[config.mk]
export PLATFORM = sky130hd
export DESIGN_NAME = xdma_axi_write_master
export DESIGN_NICKNAME = d
export VERILOG_FILES = /design/src/rtl/xdma_pkg.sv /design/src/rtl/xdma_counter.sv /design/src/rtl/xdma_axi_write_master.sv
export SDC_FILE = /design/constraint.sdc
export NUM_CORES = 1
export LEC_CHECK = 0
export ABC_AREA = 1
export BUFFER_PORTS_ARGS = -buffer_cell sky130_fd_sc_hd__buf_2
export CORE_MARGIN = 4
export CORE_UTILIZATION = 55
export DETAILED_ROUTE_END_ITERATION = 10
export PLACE_DENSITY = 0.82
export SETUP_SLACK_MARGIN = 0.5
export SKIP_LAST_GASP = 1
export SLEW_MARGIN = 20
export SYNTH_ARGS = -nofsm -noshare
export SYNTH_HDL_FRONTEND = slang
export SYNTH_SLANG_ARGS = --single-unit
export TNS_END_PERCENT = 100
[constraint.sdc]
create_clock -name aclk -period 3.6 [get_ports aclk]
set_input_delay 0.72 -clock aclk [delete_from_list [all_inputs] [get_ports aclk]]
set_output_delay 0.72 -clock aclk [all_outputs]
set_load 0.01 [all_outputs]
[src/rtl/xdma_pkg.sv]
// Shared types and helpers for the XDMA AXI masters: response codes, master
// FSM states, AXI field widths and counter sizing.
package xdma_pkg;

  typedef enum logic [1:0] {
    RESP_OKAY   = 2'b00,
    RESP_EXOKAY = 2'b01,
    RESP_SLVERR = 2'b10,
    RESP_DECERR = 2'b11
  } axi_resp_t;

  typedef enum logic {
    ST_IDLE = 1'b0,
    ST_BUSY = 1'b1
  } wr_state_t;

  localparam int AXI_LEN_WIDTH  = 8;
  localparam int AXI_SIZE_WIDTH = 3;

  // Counter width able to hold 0..max_outstanding inclusive.
  function automatic int outstanding_width(input int max_outstanding);
    return $clog2(max_outstanding + 1);
  endfunction

  function automatic logic [AXI_SIZE_WIDTH-1:0] axi_size(input int data_width);
    return AXI_SIZE_WIDTH'($clog2(data_width / 8));
  endfunction

endpackage

[src/rtl/xdma_counter.sv]
// Up/down counter with synchronous load, shared by the XDMA masters for burst
// and outstanding-transaction bookkeeping. Simultaneous incr and decr cancel.
module xdma_counter #(
  parameter int C_WIDTH = 8
) (
  input  logic               aclk,
  input  logic               areset,
  input  logic               load,
  input  logic [C_WIDTH-1:0] load_value,
  input  logic               incr,
  input  logic               decr,
  output logic [C_WIDTH-1:0] count,
  output logic               is_zero
);

  always_ff @(posedge aclk) begin
    if (areset) begin
      count <= '0;
    end else if (load) begin
      count <= load_value;
    end else if (incr && !decr) begin
      count <= count + C_WIDTH'(1);
    end else if (decr && !incr) begin
      count <= count - C_WIDTH'(1);
    end
  end

  assign is_zero = (count == '0);

endmodule

[src/rtl/xdma_axi_write_master.sv]
// AXI4 write master: splits a stream job into full bursts plus one partial tail.
// Optional macro XDMA_WR_BRESP_CHECK_EN adds the sticky ctrl_error output.
//
// Handshakes: a transfer happens on a rising aclk edge where valid and ready
// are both high; awvalid/awaddr/awlen never change while awvalid waits for
// awready, and W/stream signals are a combinational pass-through gated by enable.
module xdma_axi_write_master
  import xdma_pkg::*;
#(
  parameter int C_ADDR_WIDTH      = 64,
  parameter int C_DATA_WIDTH      = 32,
  parameter int C_LENGTH_WIDTH    = 32,
  parameter int C_BURST_LEN       = 256,
  parameter int C_LOG_BURST_LEN   = 8,
  parameter int C_MAX_OUTSTANDING = 3
) (
  input  logic                          aclk,
  input  logic                          areset,
  input  logic                          ctrl_start,
  output logic                          ctrl_done,
  input  logic [C_ADDR_WIDTH-1:0]       ctrl_offset,
  input  logic [C_LENGTH_WIDTH-1:0]     ctrl_length,
  output logic                          awvalid,
  input  logic                          awready,
  output logic [C_ADDR_WIDTH-1:0]       awaddr,
  output logic [AXI_LEN_WIDTH-1:0]      awlen,
  output logic [AXI_SIZE_WIDTH-1:0]     awsize,
  output logic                          wvalid,
  input  logic                          wready,
  output logic [C_DATA_WIDTH-1:0]       wdata,
  output logic [C_DATA_WIDTH/8-1:0]     wstrb,
  output logic                          wlast,
  input  logic                          bvalid,
  output logic                          bready,
  input  logic [1:0]                    bresp,
  input  logic                          s_tvalid,
  output logic                          s_tready,
  input  logic [C_DATA_WIDTH-1:0]       s_tdata,
`ifdef XDMA_WR_BRESP_CHECK_EN
  output logic                          ctrl_error,
`endif
  output wr_state_t                     dbg_state
);

  localparam int OST_W = outstanding_width(C_MAX_OUTSTANDING);
  localparam logic [C_ADDR_WIDTH-1:0] BURST_BYTES =
    C_ADDR_WIDTH'(C_BURST_LEN * (C_DATA_WIDTH / 8));
  localparam logic [AXI_LEN_WIDTH-1:0] FULL_AWLEN = AXI_LEN_WIDTH'(C_BURST_LEN - 1);

  wr_state_t                   state;
  logic [AXI_LEN_WIDTH-1:0]    last_awlen;
  logic [AXI_LEN_WIDTH-1:0]    w_beat;
  logic [C_LENGTH_WIDTH-1:0]   aw_left, b_left;
  logic                        aw_left_zero, b_left_zero;
  logic [OST_W-1:0]            ost, aw_to_w;
  logic                        aw_to_w_zero;
  logic                        unused_ost_zero;

  logic start_ok, aw_hs, w_hs, b_hs, wlast_hs;
  logic w_en, w_final;
  logic [AXI_LEN_WIDTH-1:0] cur_w_awlen;

  assign start_ok = ctrl_start && (state == ST_IDLE);
  assign aw_hs    = awvalid && awready;
  assign w_hs     = wvalid && wready;
  assign b_hs     = bvalid && bready && (state == ST_BUSY);
  assign wlast_hs = w_hs && wlast;

  // Job sizing from the inputs sampled with ctrl_start.
  logic [C_LOG_BURST_LEN-1:0]  job_low;
  logic                        job_partial;
  logic [C_LENGTH_WIDTH-1:0]   job_bursts;
  logic [AXI_LEN_WIDTH-1:0]    job_last_awlen;

  assign job_low        = ctrl_length[C_LOG_BURST_LEN-1:0];
  assign job_partial    = |job_low;
  assign job_bursts     = (ctrl_length >> C_LOG_BURST_LEN) + C_LENGTH_WIDTH'(job_partial);
  assign job_last_awlen = job_partial ? AXI_LEN_WIDTH'(job_low - 1'b1) : FULL_AWLEN;

  xdma_counter #(.C_WIDTH(C_LENGTH_WIDTH)) u_aw_bursts (
    .aclk(aclk), .areset(areset), .load(start_ok), .load_value(job_bursts),
    .incr(1'b0), .decr(aw_hs), .count(aw_left), .is_zero(aw_left_zero)
  );

  xdma_counter #(.C_WIDTH(C_LENGTH_WIDTH)) u_b_bursts (
    .aclk(aclk), .areset(areset), .load(start_ok), .load_value(job_bursts),
    .incr(1'b0), .decr(b_hs), .count(b_left), .is_zero(b_left_zero)
  );

  xdma_counter #(.C_WIDTH(OST_W)) u_outstanding (
    .aclk(aclk), .areset(areset), .load(1'b0), .load_value('0),
    .incr(aw_hs), .decr(b_hs), .count(ost), .is_zero(unused_ost_zero)
  );

  xdma_counter #(.C_WIDTH(OST_W)) u_aw_to_w (
    .aclk(aclk), .areset(areset), .load(1'b0), .load_value('0),
    .incr(aw_hs), .decr(wlast_hs), .count(aw_to_w), .is_zero(aw_to_w_zero)
  );

  // The W burst in progress is the job's last one only once every AW is out
  // and it is the sole burst still waiting for data.
  assign w_en        = !aw_to_w_zero;
  assign w_final     = aw_left_zero && (aw_to_w == OST_W'(1));
  assign cur_w_awlen = w_final ? last_awlen : FULL_AWLEN;

  assign wvalid   = s_tvalid && w_en;
  assign s_tready = wready && w_en;
  assign wdata    = s_tdata;
  assign wstrb    = '1;
  assign wlast    = w_en && (w_beat == cur_w_awlen);
  assign bready   = 1'b1;
  assign awsize   = axi_size(C_DATA_WIDTH);
  assign dbg_state = state;

  always_ff @(posedge aclk) begin
    if (areset) begin
      state      <= ST_IDLE;
      awvalid    <= 1'b0;
      awaddr     <= '0;
      awlen      <= '0;
      last_awlen <= '0;
      w_beat     <= '0;
      ctrl_done  <= 1'b0;
    end else begin
      ctrl_done <= 1'b0;

      if (w_hs) begin
        w_beat <= wlast ? '0 : w_beat + AXI_LEN_WIDTH'(1);
      end

      if (aw_hs) begin
        awvalid <= 1'b0;
        awaddr  <= awaddr + BURST_BYTES;
      end else if (!awvalid && (state == ST_BUSY) && !aw_left_zero &&
                   (ost < OST_W'(C_MAX_OUTSTANDING))) begin
        awvalid <= 1'b1;
        awlen   <= (aw_left == C_LENGTH_WIDTH'(1)) ? last_awlen : FULL_AWLEN;
      end

      case (state)
        ST_IDLE: begin
          if (ctrl_start) begin
            state      <= ST_BUSY;
            awaddr     <= ctrl_offset;
            last_awlen <= job_last_awlen;
          end
        end
        ST_BUSY: begin
          // Zero-length jobs have no B to wait for and finish straight away.
          if (b_left_zero || (b_hs && (b_left == C_LENGTH_WIDTH'(1)))) begin
            state     <= ST_IDLE;
            ctrl_done <= 1'b1;
          end
        end
        default: state <= ST_IDLE;
      endcase
    end
  end

`ifdef XDMA_WR_BRESP_CHECK_EN
  axi_resp_t resp;
  assign resp = axi_resp_t'(bresp);

  always_ff @(posedge aclk) begin
    if (areset || start_ok) begin
      ctrl_error <= 1'b0;
    end else if (b_hs && (resp == RESP_SLVERR || resp == RESP_DECERR)) begin
      ctrl_error <= 1'b1;
    end
  end
`else
  logic unused_bresp;
  assign unused_bresp = ^bresp;
`endif

endmodule

==> results.md <==
* PD cells at 424 mW/mm^2
* Nets at about 1900
* Arr. time, crit path at 2.34 ns
* Max clock buf depth at 2
* Vias in the first global route at a little under 10000
* Initial antenna violation count at 0
* Vias per cell at 5.57
* Drt drc at 0
* Die Y at approximately 140 um
* CTS Sinks at 159
* Fin util at 0.650
* Layout area overhead at 15.3%
* Core area at ~0.018 sq mm
* Register area share after synthesis at 0.312
* Syn Inst Count at 1563
* Full die area at 0.0208 sq mm
* Ys Warns at 0
* HP Class: reg2reg
* Crit path cell chain: nor2_4, nand2_2, nor2_4, nand2_2, nor2_4, buf_12, nand3_1, nand2_1, nand2_1, nand3b_2, nor2_4, buf_6
* Initial Util at 0.564
* Worst Max-Slew Pin Slew at approximately 1.0 ns
* RSZ-0062 raised after global routing: true
* Num rows at 49
* Max Slew Vio Count at 0
* Hold buffer count at cts at 0
* Mapped Area at 0.0102 sq mm
* Synth unique cells at 50
* Fraction of registers with async set/reset at 0
* Top post-synthesis cells by area: dfxtp_1 31%, nand2_1 11%, inv_1 8.3%
* Mean Syn Cell Area at 6.53 sq um
* Top-area cell type share of the netlist area at 0.312
* Max-slew headroom at 0.316
* Drt pass-1 iters at 6
* Synth Register Bits at 159
* Setup TNS at 0 ns
* Status: finished clean
* Initial DRC count at between 1000 and 1500
* Largest stage delay, worst path at 0.36 ns
* Pre-CTS setup slack at around 0.35 ns
* CP Capture Type: output pin
* Leak at between 5 and 6 nW
* Critical path type: reg2out
* Cell count after placement at between 1500 and 2000
* Crit path max-delay cell type: dfxtp_2
* CTS tree: yes
* Largest net degree at the start of global routing at 82
* Worst hold margin at 0.473 ns
* Ant. Diodes at 0
* Slack of the critical path at 0.545 ns
* GRT Residual Overflow at 0
* Cell mode on critical path: nor2_4
* Post-route clock period utilization at 0.849
* Worst-path maximum fanout at 8
* Clk root buf: clkbuf_16
* GPL Wtd Cong at 0.933
* Cell Count, Final, Fillers Out at 1942
* Total CTS buffers at 17
* Die X-Extent at 144 um
* Top FF cell, synth: dfxtp_1
* EDFF count, synth at 0
* Synth cell count leaders: 298 x nand2_1, 225 x inv_1, 181 x nor2_1
* Worst-path clk slew at 0.07 ns
* H-Tree Depth at 4
* Total of max-cap violations at 0
* Post-DP HPWL at 21700 um
* Port buffer count at 180
* Post-Route WL at 30200 um
* Via Count at between 10000 and 15000
* First-pass GRT wire length at around 47000 um
* Min cycle time layout at 3.06 ns
* Req. time, crit path at 2.88 ns
* Layout cells sized above 1 at 0.182
* Highest clock rate at between 0.3 and 0.4 GHz
* Fin Clk Skew at 0.0125 ns
* Yosys top cell by area: dfxtp_1
* GRT Total Usage at 0.276
* Routed Antenna Nets at 0
* Worst vdd ir at about 0.0004 V
* Startpoint types: flop
* # setup viols final at 0
* Cell with the most instances after synthesis: nand2_1
* Hold violation total from the final report at 0
* # IOs at 255
* DR WL/cell at roughly 16 um
* Filler cells at 1593
* Worst-skew pair later-pin latency at 0.44 ns
what timing repair did:
action / in CTS / in global routing
gates cloned: 0 / 1
gates resized for setup: 2 / 25
pin swaps: 2 / 13
setup buffers: 3 / 6
endpoints found under the setup margin: 1 / 2
layer usage:
layer	share of wire	track usage	vias to the layer above
li1	-	-	5315
met1	0.41	0.355	4926
met2	0.48	0.468	512
met3	0.094	0.0522	65
met4	0.022	0.0854	0
met5	0	0	-
critical path: cells and delay by family (launching register included):
family | cells | cell delay (ns)
buf+inv | 2 | 0.26
flops | 1 | 0.36
simple gates | 10 | 1.27
final timing paths:
check,cells past startpoint,to,startpoint,slack (ns)
min,2,u_outstanding.count[1],u_outstanding.count[1],0.47
min reg2reg,2,u_outstanding.count[1],u_outstanding.count[1],0.47
max,12,wlast,u_aw_bursts.count[10],0.54
max reg2reg,8,awaddr[28],dbg_state,0.92
placed cells by master (no fill, tap or decap), types with 6 or more instances in the layout:
master	synthesis	layout
nand2_1	298	292
inv_1	225	223
buf_2	7	179
nor2_1	181	175
dfxtp_1	159	154
o21ai_0	136	136
nand3_1	91	91
a21oi_1	50	50
xor2_1	48	48
nand4_1	38	38
nor3_1	35	35
xnor2_1	26	26
o211ai_1	25	25
nor2_2	22	23
a31oi_1	22	22
clkbuf_16	0	18
buf_4	40	17
ha_1	15	15
nand2_2	9	14
nor2_4	6	11
nor4_1	10	10
a221oi_1	8	8
conb_1	2	8
inv_2	5	6
clkinv_2	0	6
o21ai_1	6	6
o221ai_1	6	6
through the flow:
stage / power [mW] / instance area, sq um
6_report: 4.99 / 11800
5_1_grt: 5.22 / 11800
4_1_cts: 4.93 / 11600
3_5_place_dp: 3.20 / 11000
3_3_place_gp: 3.16 / 11000
2_1_floorplan: 2.87 / 10200
report_power, final:
group	switching [mW]	internal, mW
Sequential	0.175	1.92
Clock	0.755	0.998
Combinational	0.724	0.420
final cells by class:
| type | instances | area, sq um | area share |
|---|---|---|---|
| multi-input combinational | 1090 | 5730 | 0.487 |
| tap | 229 | 287 | 0.0244 |
| timing repair buffer | 201 | 1120 | 0.0952 |
| clock buffer | 21 | 470 | 0.0400 |
| clock inverter | 10 | 87.6 | 0.00745 |
| sequential | 159 | 3190 | 0.271 |
| inverter | 232 | 875 | 0.0744 |
logic make-up after synthesis:
| family | share of synthesized area |
|---|---|
| XOR/XNOR | 0.0635 |
| buffers and inverters | 0.134 |
| other | 0.000736 |
| AO/OA/AOI/OAI | 0.153 |
| adder cells (fa/ha/maj) | 0.0184 |
| AND/OR/NAND/NOR | 0.318 |
| flip-flops | 0.312 |
sequential cells by signal, indices dropped and copies added (netlist names):
| name | count |
|---|---|
| u_aw_to_w.count | 2 |
| awaddr | 64 |
| last_awlen | 8 |
| u_outstanding.count | 2 |
| dbg_state | 1 |
| awlen | 8 |
| w_beat | 8 |
| u_b_bursts.count | 32 |
| ctrl_done | 1 |
| u_aw_bursts.count | 32 |
| awvalid | 1 |
Note: power is estimated with default switching activity, not from simulation.
